<file path="src/rtl/pipe_ctrl.sv">
// pipe_ctrl: pipeline hazard/stall controller for a five-stage pipeline.
// Produces PC and pipeline-register write enables, IF/ID flush and ID/EX
// bubble, plus a RUN/IWAIT/DWAIT/HALT state machine.
// Optional stall-cycle counter is enabled by defining PIPE_CTRL_STALL_CNT_EN;
// without it stall_cnt reads as zero and cnt_clr is ignored.
module pipe_ctrl (
  input  logic        clk,
  input  logic        rst_n,
  input  logic        hz_stall,
  input  logic        ex_redirect,
  input  logic        imem_busy,
  input  logic        dmem_busy,
  input  logic        halt_req,
  input  logic        cnt_clr,
  output logic        pc_we,
  output logic        if_id_we,
  output logic        id_ex_we,
  output logic        ex_mem_we,
  output logic        mem_wb_we,
  output logic        if_id_flush,
  output logic        id_ex_bubble,
  output logic        halted,
  output logic [1:0]  state,
  output logic [15:0] stall_cnt
);

  typedef enum logic [1:0] {
    RUN   = 2'd0,
    IWAIT = 2'd1,
    DWAIT = 2'd2,
    HALT  = 2'd3
  } state_t;

  state_t state_q, state_d;
  logic   squash_q, squash_d;

  assign state = state_q;

  // State and squash-flag registers
  always_ff @(posedge clk) begin
    if (!rst_n) begin
      state_q  <= RUN;
      squash_q <= 1'b0;
    end else begin
      state_q  <= state_d;
      squash_q <= squash_d;
    end
  end

  // Next-state and combinational pipeline controls, in priority order
  always_comb begin
    pc_we        = 1'b0;
    if_id_we     = 1'b0;
    id_ex_we     = 1'b0;
    ex_mem_we    = 1'b0;
    mem_wb_we    = 1'b0;
    if_id_flush  = 1'b0;
    id_ex_bubble = 1'b0;
    halted       = 1'b0;
    state_d      = state_q;
    squash_d     = squash_q;

    if (!rst_n) begin
      // Everything held inactive while reset is asserted.
      state_d  = RUN;
      squash_d = 1'b0;
    end else if (state_q == HALT) begin
      halted = 1'b1;
    end else begin
      if (dmem_busy) begin
        // Whole pipeline frozen; squash flag untouched.
        state_d = DWAIT;
      end else if (ex_redirect) begin
        pc_we        = 1'b1;
        if_id_we     = 1'b1;
        id_ex_we     = 1'b1;
        ex_mem_we    = 1'b1;
        mem_wb_we    = 1'b1;
        if_id_flush  = 1'b1;
        id_ex_bubble = 1'b1;
        // Set wins over clear: an outstanding fetch means a stale
        // instruction is still in flight from the old path.
        squash_d     = imem_busy;
        state_d      = imem_busy ? IWAIT : RUN;
      end else if (squash_q && !imem_busy) begin
        // Stale fetch from before the redirect arrives now: discard it
        // and let the PC advance past the redirect target.
        pc_we       = 1'b1;
        if_id_we    = 1'b1;
        id_ex_we    = 1'b1;
        ex_mem_we   = 1'b1;
        mem_wb_we   = 1'b1;
        if_id_flush = 1'b1;
        squash_d    = 1'b0;
        state_d     = RUN;
      end else if (hz_stall) begin
        id_ex_we     = 1'b1;
        ex_mem_we    = 1'b1;
        mem_wb_we    = 1'b1;
        id_ex_bubble = 1'b1;
        state_d      = RUN;
      end else if (imem_busy) begin
        if_id_we    = 1'b1;
        id_ex_we    = 1'b1;
        ex_mem_we   = 1'b1;
        mem_wb_we   = 1'b1;
        if_id_flush = 1'b1;
        state_d     = IWAIT;
      end else begin
        pc_we     = 1'b1;
        if_id_we  = 1'b1;
        id_ex_we  = 1'b1;
        ex_mem_we = 1'b1;
        mem_wb_we = 1'b1;
        state_d   = RUN;
      end

      // HALT only commits once the instruction actually retires out of MEM.
      if (halt_req && mem_wb_we) begin
        state_d = HALT;
      end
    end
  end

`ifdef PIPE_CTRL_STALL_CNT_EN
  logic [15:0] cnt_q;

  // Saturating stall-cycle counter, clear has priority over increment
  always_ff @(posedge clk) begin
    if (!rst_n) begin
      cnt_q <= '0;
    end else if (cnt_clr) begin
      cnt_q <= '0;
    end else if (!pc_we && (state_q != HALT) && (cnt_q != '1)) begin
      cnt_q <= cnt_q + 16'd1;
    end
  end

  assign stall_cnt = cnt_q;
`else
  logic cnt_clr_unused;
  assign cnt_clr_unused = cnt_clr;
  assign stall_cnt      = '0;
`endif

endmodule

</file>
<file path="config.mk">
export PLATFORM = sky130hd
export DESIGN_NAME = pipe_ctrl
export DESIGN_NICKNAME = d
export VERILOG_FILES = /design/src/rtl/pipe_ctrl.sv
export SDC_FILE = /design/constraint.sdc
export NUM_CORES = 1
export LEC_CHECK = 0
export CAP_MARGIN = 0
export CORE_AREA = 2 2 39 41
export DETAILED_ROUTE_END_ITERATION = 10
export DIE_AREA = 0 0 41 43
export GPL_TIMING_DRIVEN = 0
export PLACE_DENSITY_LB_ADDON = 0.25
export REMOVE_ABC_BUFFERS = 1
export SLEW_MARGIN = 20
export SYNTH_ARGS = -nofsm -noshare
export SYNTH_HDL_FRONTEND = slang
export SYNTH_SLANG_ARGS = --single-unit
export TNS_END_PERCENT = 1
</file>
<file path="constraint.sdc">
create_clock -name clk -period 1.3 [get_ports clk]
set_input_delay 0.195 -clock clk [delete_from_list [all_inputs] [get_ports clk]]
set_output_delay 0.195 -clock clk [all_outputs]
set_load 0.02 [all_outputs]
</file>
==> results.json, run 1 <==
{
  "run_status": "finished, violations left",
  "failed_checks": "setup timing",
  "power_uw": 420.7,
  "critical_path_data_required_time_ns": 1.11,
  "worst-path-max-fanout": 6,
  "yosys_most_used_dff": "sky130_fd_sc_hd__dfxtp_1",
  "worst_ep_arrival_time_ns": 1.11,
  "yosysTopAreaCellShare": 0.3711,
  "synth_top_cells_by_count": "sky130_fd_sc_hd__buf_4 (18), sky130_fd_sc_hd__a21oi_1 (5), sky130_fd_sc_hd__dfxtp_1 (3), sky130_fd_sc_hd__o21a_1 (3), sky130_fd_sc_hd__inv_1 (2)",
  "first_pass_iters": 2,
  "final.min_clock_period_ns": 1.301,
  "final.setup.worst_slack_ns": -0.001113,
  "fin_area_sq_um": 476.7,
  "hold_viol_final": 0,
  "initial_antenna_violation_count": 0,
  "floorplan.io_pins": 34,
  "num_vias": 310,
  "synth.largest_area_cell": "sky130_fd_sc_hd__buf_4",
  "fp.dieArea_sq_mm": 0.001763,
  "cts_buffers": 3,
  "place_area_sq_um": 465.4,
  "instances_no_fill": 79,
  "die_y_um": 43,
  "yosysWarnings": 0,
  "crit_path_start_kind": "flip-flop",
  "portBuffers": 16,
  "antenna-diode-count": 0,
  "grt_setup_unrepaired": "yes",
  "power.static_leakage_uw": 0.0002488,
  "gp_routability_congestion": 0.6753,
  "finalClockSkew_ns": 0.002012,
  "total_track_usage": 0.08927,
  "cp-end-kind": "output pin",
  "part_of_the_yosys_area_used_for_sequential_elements": 0.1649,
  "final_net_count": 72,
  "cts_root_buf": "sky130_fd_sc_hd__clkbuf_4",
  "place.detailed.instances": 74,
  "post-route-period-util": 1.001,
  "grt_overflow_total": 0,
  "layout-area-overhead-vs-synth_pct": 30.93,
  "detail_route.wl_per_cell_um": 8.038,
  "ant_nets": 0,
  "first_global_vias": 267,
  "syn_area_per_cell_sq_um": 8.091,
  "setup_violations": 1,
  "synth_seq_cells": 3,
  "number_of_enable_type_register_cells_in_the_synthesized_netlist": 0,
  "cts-root-to-sink-buffers": 2,
  "cap_violations": 0,
  "criticalPathCategory": "reg2out",
  "clock_latency_ns": 0.23,
  "initial_core_util": 0.2631,
  "rows": 14,
  "fmax_mhz": 768.6,
  "placeableCoreArea_sq_mm": 0.001384,
  "cts-htree-levels": 1,
  "via_cell_ratio": 3.924,
  "final-max-slew-violation-count": 0,
  "clock_tree_from_tritoncts": "done",
  "asyncSetResetFlopFracSynth": 0,
  "clk_sink_count": 3,
  "pre_cts_slack_ns": -0.6257,
  "drt-initial-drc-count": 1,
  "final_layout_size_suffix_gt1_frac": 0.3016,
  "route.detailed.drc": 0,
  "grt_pass1_wl_um": 1028,
  "post_synth_instance_area_sq_um": 364.1,
  "yosysUniqueCellTypes": 19,
  "number_of_cells_produced_by_synthesis": 45,
  "yosys-top-cells-area": "sky130_fd_sc_hd__buf_4 (37%), sky130_fd_sc_hd__dfxtp_1 (16%), sky130_fd_sc_hd__a21oi_1 (6.9%)",
  "powerDensity_mw_per_mm2": 882.6,
  "die_extent_in_x_um": 41,
  "synth.most_common_cell": "sky130_fd_sc_hd__buf_4",
  "path_clk_slew_ns": 0.04,
  "hold_path_class": "in2reg",
  "routed_wl_um": 635,
  "maximum_resistive_drop_on_vdd_mv": 0.4538,
  "maximum_number_of_pins_on_one_net_before_global_route_repair": 7
}
[routing by layer]
layer | track usage | share of wire
met1 | 0.1090 | 0.40
met2 | 0.1125 | 0.45
met3 | 0.03665 | 0.15
met4 | 0.08000 | 0
met5 | 0 | 0
[registers in the layout, summed over array words and instances (netlist names)]
signal / count
state: 2
squash_q: 1
[worst paths after layout]
kind	start	end	cells after the start	slack (ns)
setup reg to reg	state[1]$_SDFFE_PN0N_	squash_q$_SDFFE_PN0P_	3	0.42
hold reg to reg	squash_q$_SDFFE_PN0P_	squash_q$_SDFFE_PN0P_	2	0.52
hold / removal	dmem_busy	state[1]$_SDFFE_PN0N_	2	0.41
setup / recovery	state[1]$_SDFFE_PN0N_	if_id_we	4	-0.001
[cell usage in the layout (no fill, tap or decap), types with 2 or more instances in the layout]
cell	synthesis	routed
sky130_fd_sc_hd__conb_1	1	16
sky130_fd_sc_hd__inv_1	2	2
sky130_fd_sc_hd__buf_4	18	2
sky130_fd_sc_hd__buf_2	0	3
sky130_fd_sc_hd__clkbuf_4	0	3
sky130_fd_sc_hd__dfxtp_1	3	2
sky130_fd_sc_hd__buf_6	0	3
sky130_fd_sc_hd__a21oi_1	5	4
sky130_fd_sc_hd__o21a_1	3	3
sky130_fd_sc_hd__dlygate4sd2_1	0	7
[layout make-up]
class,instances,area [sq um]
Fill cell,166,907.1
Multi-Input combinational cell,37,221.5
Timing Repair Buffer,17,140.1
Sequential cell,3,61.31
Clock buffer,4,26.28
Tap cell,16,20.02
Inverter,2,7.507
[kinds of logic after synthesis]
family / count (synthesis) / share of synthesized area
AOI/OAI and AO/OA: 12 / 0.2096
DFF: 3 / 0.1650
and+or+nand+nor: 9 / 0.2234
other: 1 / 0.01030
buffers and inverters: 20 / 0.3918
[critical path, cell delays in order, from the launching register on]
cell	delay, ns
sky130_fd_sc_hd__dfxtp_2	0.32
sky130_fd_sc_hd__and2_4	0.18
sky130_fd_sc_hd__nor2_8	0.10
sky130_fd_sc_hd__o21a_1	0.15
sky130_fd_sc_hd__buf_6	0.12
[stage by stage]
step	setup TNS [ns]	hold WS, ns	utilization
finish	-0.001113	0.4082	0.3445
floorplan	-0.01214	0.3229	-
global placement	-4.387	0.5037	0.3363
detailed placement	-4.470	0.5214	0.3363
global route	-0.1903	0.4193	0.3445
CTS	-0.05885	0.3984	0.3463
[where the power goes]
group	total [uW]	internal (uW)	switching, uW
logic	155	53.9	101
clock network	161	115	45.8
registers	105	99.5	5.84
total	421	268	152
[what timing repair did]
item,4_1_cts,5_1_grt
resized for setup,45,2
hold buffers,0,0
pin swaps,2,0
setup endpoints to repair,10,5
buffers inserted,1,0
Power figures use the tool's default switching activity.
==> run 2: changes to the inputs <==
--- a/config.mk
+++ b/config.mk
@@ -13,4 +13,5 @@
 export PLACE_DENSITY_LB_ADDON = 0.25
 export REMOVE_ABC_BUFFERS = 1
+export SKIP_CTS_REPAIR_TIMING = 1
 export SLEW_MARGIN = 20
 export SYNTH_ARGS = -nofsm -noshare
==> constraint.sdc (replaced) <==
create_clock -name clk -period 1.3 [get_ports clk]
set_input_delay 0.195 -clock clk [delete_from_list [all_inputs] [get_ports clk]]
set_output_delay 0.195 -clock clk [all_outputs]
set_load 0.005 [all_outputs]
==> run 2 against run 1 <==
The flow now finishes without violations; maximum frequency rose by 3.2%; hold slack worse by 0.11 ns; cell count unchanged; sequential power about the same; sequential share of layout area shrank 0.63 points; sequential cell count is the same; non-clock buffer count stayed put; critical endpoint unchanged.
==> results.json, run 2 (synthesized netlist as in run 1, its figures left out) <==
{
  "run_status": "completed",
  "die_extent_in_x_um": 41,
  "final_net_count": 72,
  "portBuffers": 16,
  "routed_wl_um": 701,
  "cts-htree-levels": 1,
  "ant_nets": 0,
  "busiest_layer": "met1",
  "initial_core_util": 0.2631,
  "finalHoldWorstSlack_ns": 0.3018,
  "regArea_sq_um": 63.81,
  "clock_tree_from_tritoncts": "done",
  "num_vias": 315,
  "drt-initial-drc-count": 1,
  "most_frequent_standard_cell_in_the_layout_excluding_fill_and_tap_cells": "sky130_fd_sc_hd__conb_1",
  "final.fill_count": 155,
  "critical_path_data_required_time_ns": 1.11,
  "detail_route.wl_per_cell_um": 8.873,
  "initial_antenna_violation_count": 0,
  "cts-root-to-sink-buffers": 2,
  "pwr-share-comb": 0.284,
  "first_pass_iters": 4,
  "pre_cts_slack_ns": -0.5223,
  "largest_register_ff_count": 2,
  "cp-end-kind": "output pin",
  "clk_sink_count": 3,
  "sw_frac_of_total": 0.2783,
  "final_layout_size_suffix_gt1_frac": 0.2540,
  "worst_ep_arrival_time_ns": 1.07,
  "grt_pass1_wl_um": 993,
  "gp_routability_congestion": 0.6753,
  "met1_usage": 0.1122,
  "pwr-share-clk": 0.435,
  "criticalPathCategory": "reg2out",
  "route.detailed.drc": 0,
  "fp.dieArea_sq_mm": 0.001763,
  "placeableCoreArea_sq_mm": 0.001384,
  "use_met2": 0.1031,
  "net-switching-power_uw": 105.1,
  "layout-area-overhead-vs-synth_pct": 43.30,
  "powerDensity_mw_per_mm2": 723.8,
  "setup_violations": 0,
  "power.internal_uw": 272.5,
  "grt_setup_unrepaired": "yes",
  "mostFrequentLayoutCells": "sky130_fd_sc_hd__conb_1 (16), sky130_fd_sc_hd__dlymetal6s2s_1 (12), sky130_fd_sc_hd__a21oi_1 (4)",
  "maximum_number_of_pins_on_one_net_before_global_route_repair": 7,
  "total_track_usage": 0.08626,
  "worst_r2r_startpoint": "state[1]$_SDFFE_PN0N_",
  "grt_overflow_total": 0,
  "maximum_resistive_drop_on_vdd_mv": 0.4304,
  "via_cell_ratio": 3.987,
  "power.static_leakage_uw": 0.0003750,
  "fmax_mhz": 792.9,
  "finalClockSkew_ns": 0.001262,
  "final.min_clock_period_ns": 1.261,
  "launch_instance_of_the_worst_min_delay_path": "rst_n",
  "hold_path_class": "in2reg",
  "final-max-slew-violation-count": 0,
  "startpoint": "state[1]$_SDFFE_PN0N_",
  "worst-path-max-fanout": 6,
  "area_of_the_multi_input_gates_sq_um": 221.5,
  "routing_usage_on_met3": 0.03141,
  "crit_path_start_kind": "flip-flop",
  "cts_buffers": 3,
  "die_y_um": 43,
  "post-route-period-util": 0.9701,
  "hold_viol_final": 0,
  "first_global_vias": 252,
  "floorplan.io_pins": 34,
  "path_clk_slew_ns": 0.04,
  "cap_violations": 0,
  "rows": 14,
  "cts_root_buf": "sky130_fd_sc_hd__clkbuf_4",
  "clock_latency_ns": 0.23,
  "power.share.sequential": 0.281,
  "antenna-diode-count": 0,
  "final.setup.worst_slack_ns": 0.03882
}
run 2: layout make-up:
cell class                      count  area share
Timing Repair Buffer               17      0.3501
Inverter                            2     0.01439
Sequential cell                     3      0.1223
Tap cell                           16     0.03837
Multi-Input combinational cell     37      0.4245
Clock buffer                        4     0.05036
run 2: metrics by stage:
| stage | instance area, sq um | utilization | total power, uW | instances | TNS (ns) |
|---|---|---|---|---|---|
| floorplan | 285.3 | - | 155.5 | 42 | 0 |
| finish | 521.8 | 0.3770 | 377.7 | 79 | 0 |
| global placement | 465.4 | 0.3363 | 219.7 | 74 | -3.561 |
| detailed placement | 465.4 | 0.3363 | 220.1 | 74 | -3.644 |
| CTS | 491.7 | 0.3553 | 391.6 | 78 | -3.679 |
| global route | 521.8 | 0.3770 | 412.7 | 79 | -0.07088 |
run 2: critical path, cell delays in order, from the launching register on:
cell                       delay, ns
sky130_fd_sc_hd__dfxtp_2        0.32
sky130_fd_sc_hd__and2_4         0.18
sky130_fd_sc_hd__nor2_8         0.10
sky130_fd_sc_hd__o21a_1         0.13
sky130_fd_sc_hd__clkbuf_2       0.10
run 2: power by group through the flow:
stage | Clock (uW) | Combinational [uW] | Sequential, uW
floorplan | 0 | 49.9 | 106
global placement | 0 | 114 | 106
detailed placement | 0 | 114 | 106
CTS | 172 | 114 | 105
global route | 183 | 122 | 108
finish | 164 | 107 | 106
run 2: final timing paths:
kind | end | slack (ns) | cells past startpoint
worst max-delay path | if_id_we | 0.04 | 4
worst max register to register | squash_q$_SDFFE_PN0P_ | 0.30 | 4
worst min-delay path | state[1]$_SDFFE_PN0N_ | 0.30 | 2
worst min register to register | squash_q$_SDFFE_PN0P_ | 0.48 | 2
run 2: metal layers:
metal	vias up	part of all wire
li1	151	-
met1	133	0.39
met2	29	0.44
met3	2	0.15
met4	0	0.020
met5	-	0
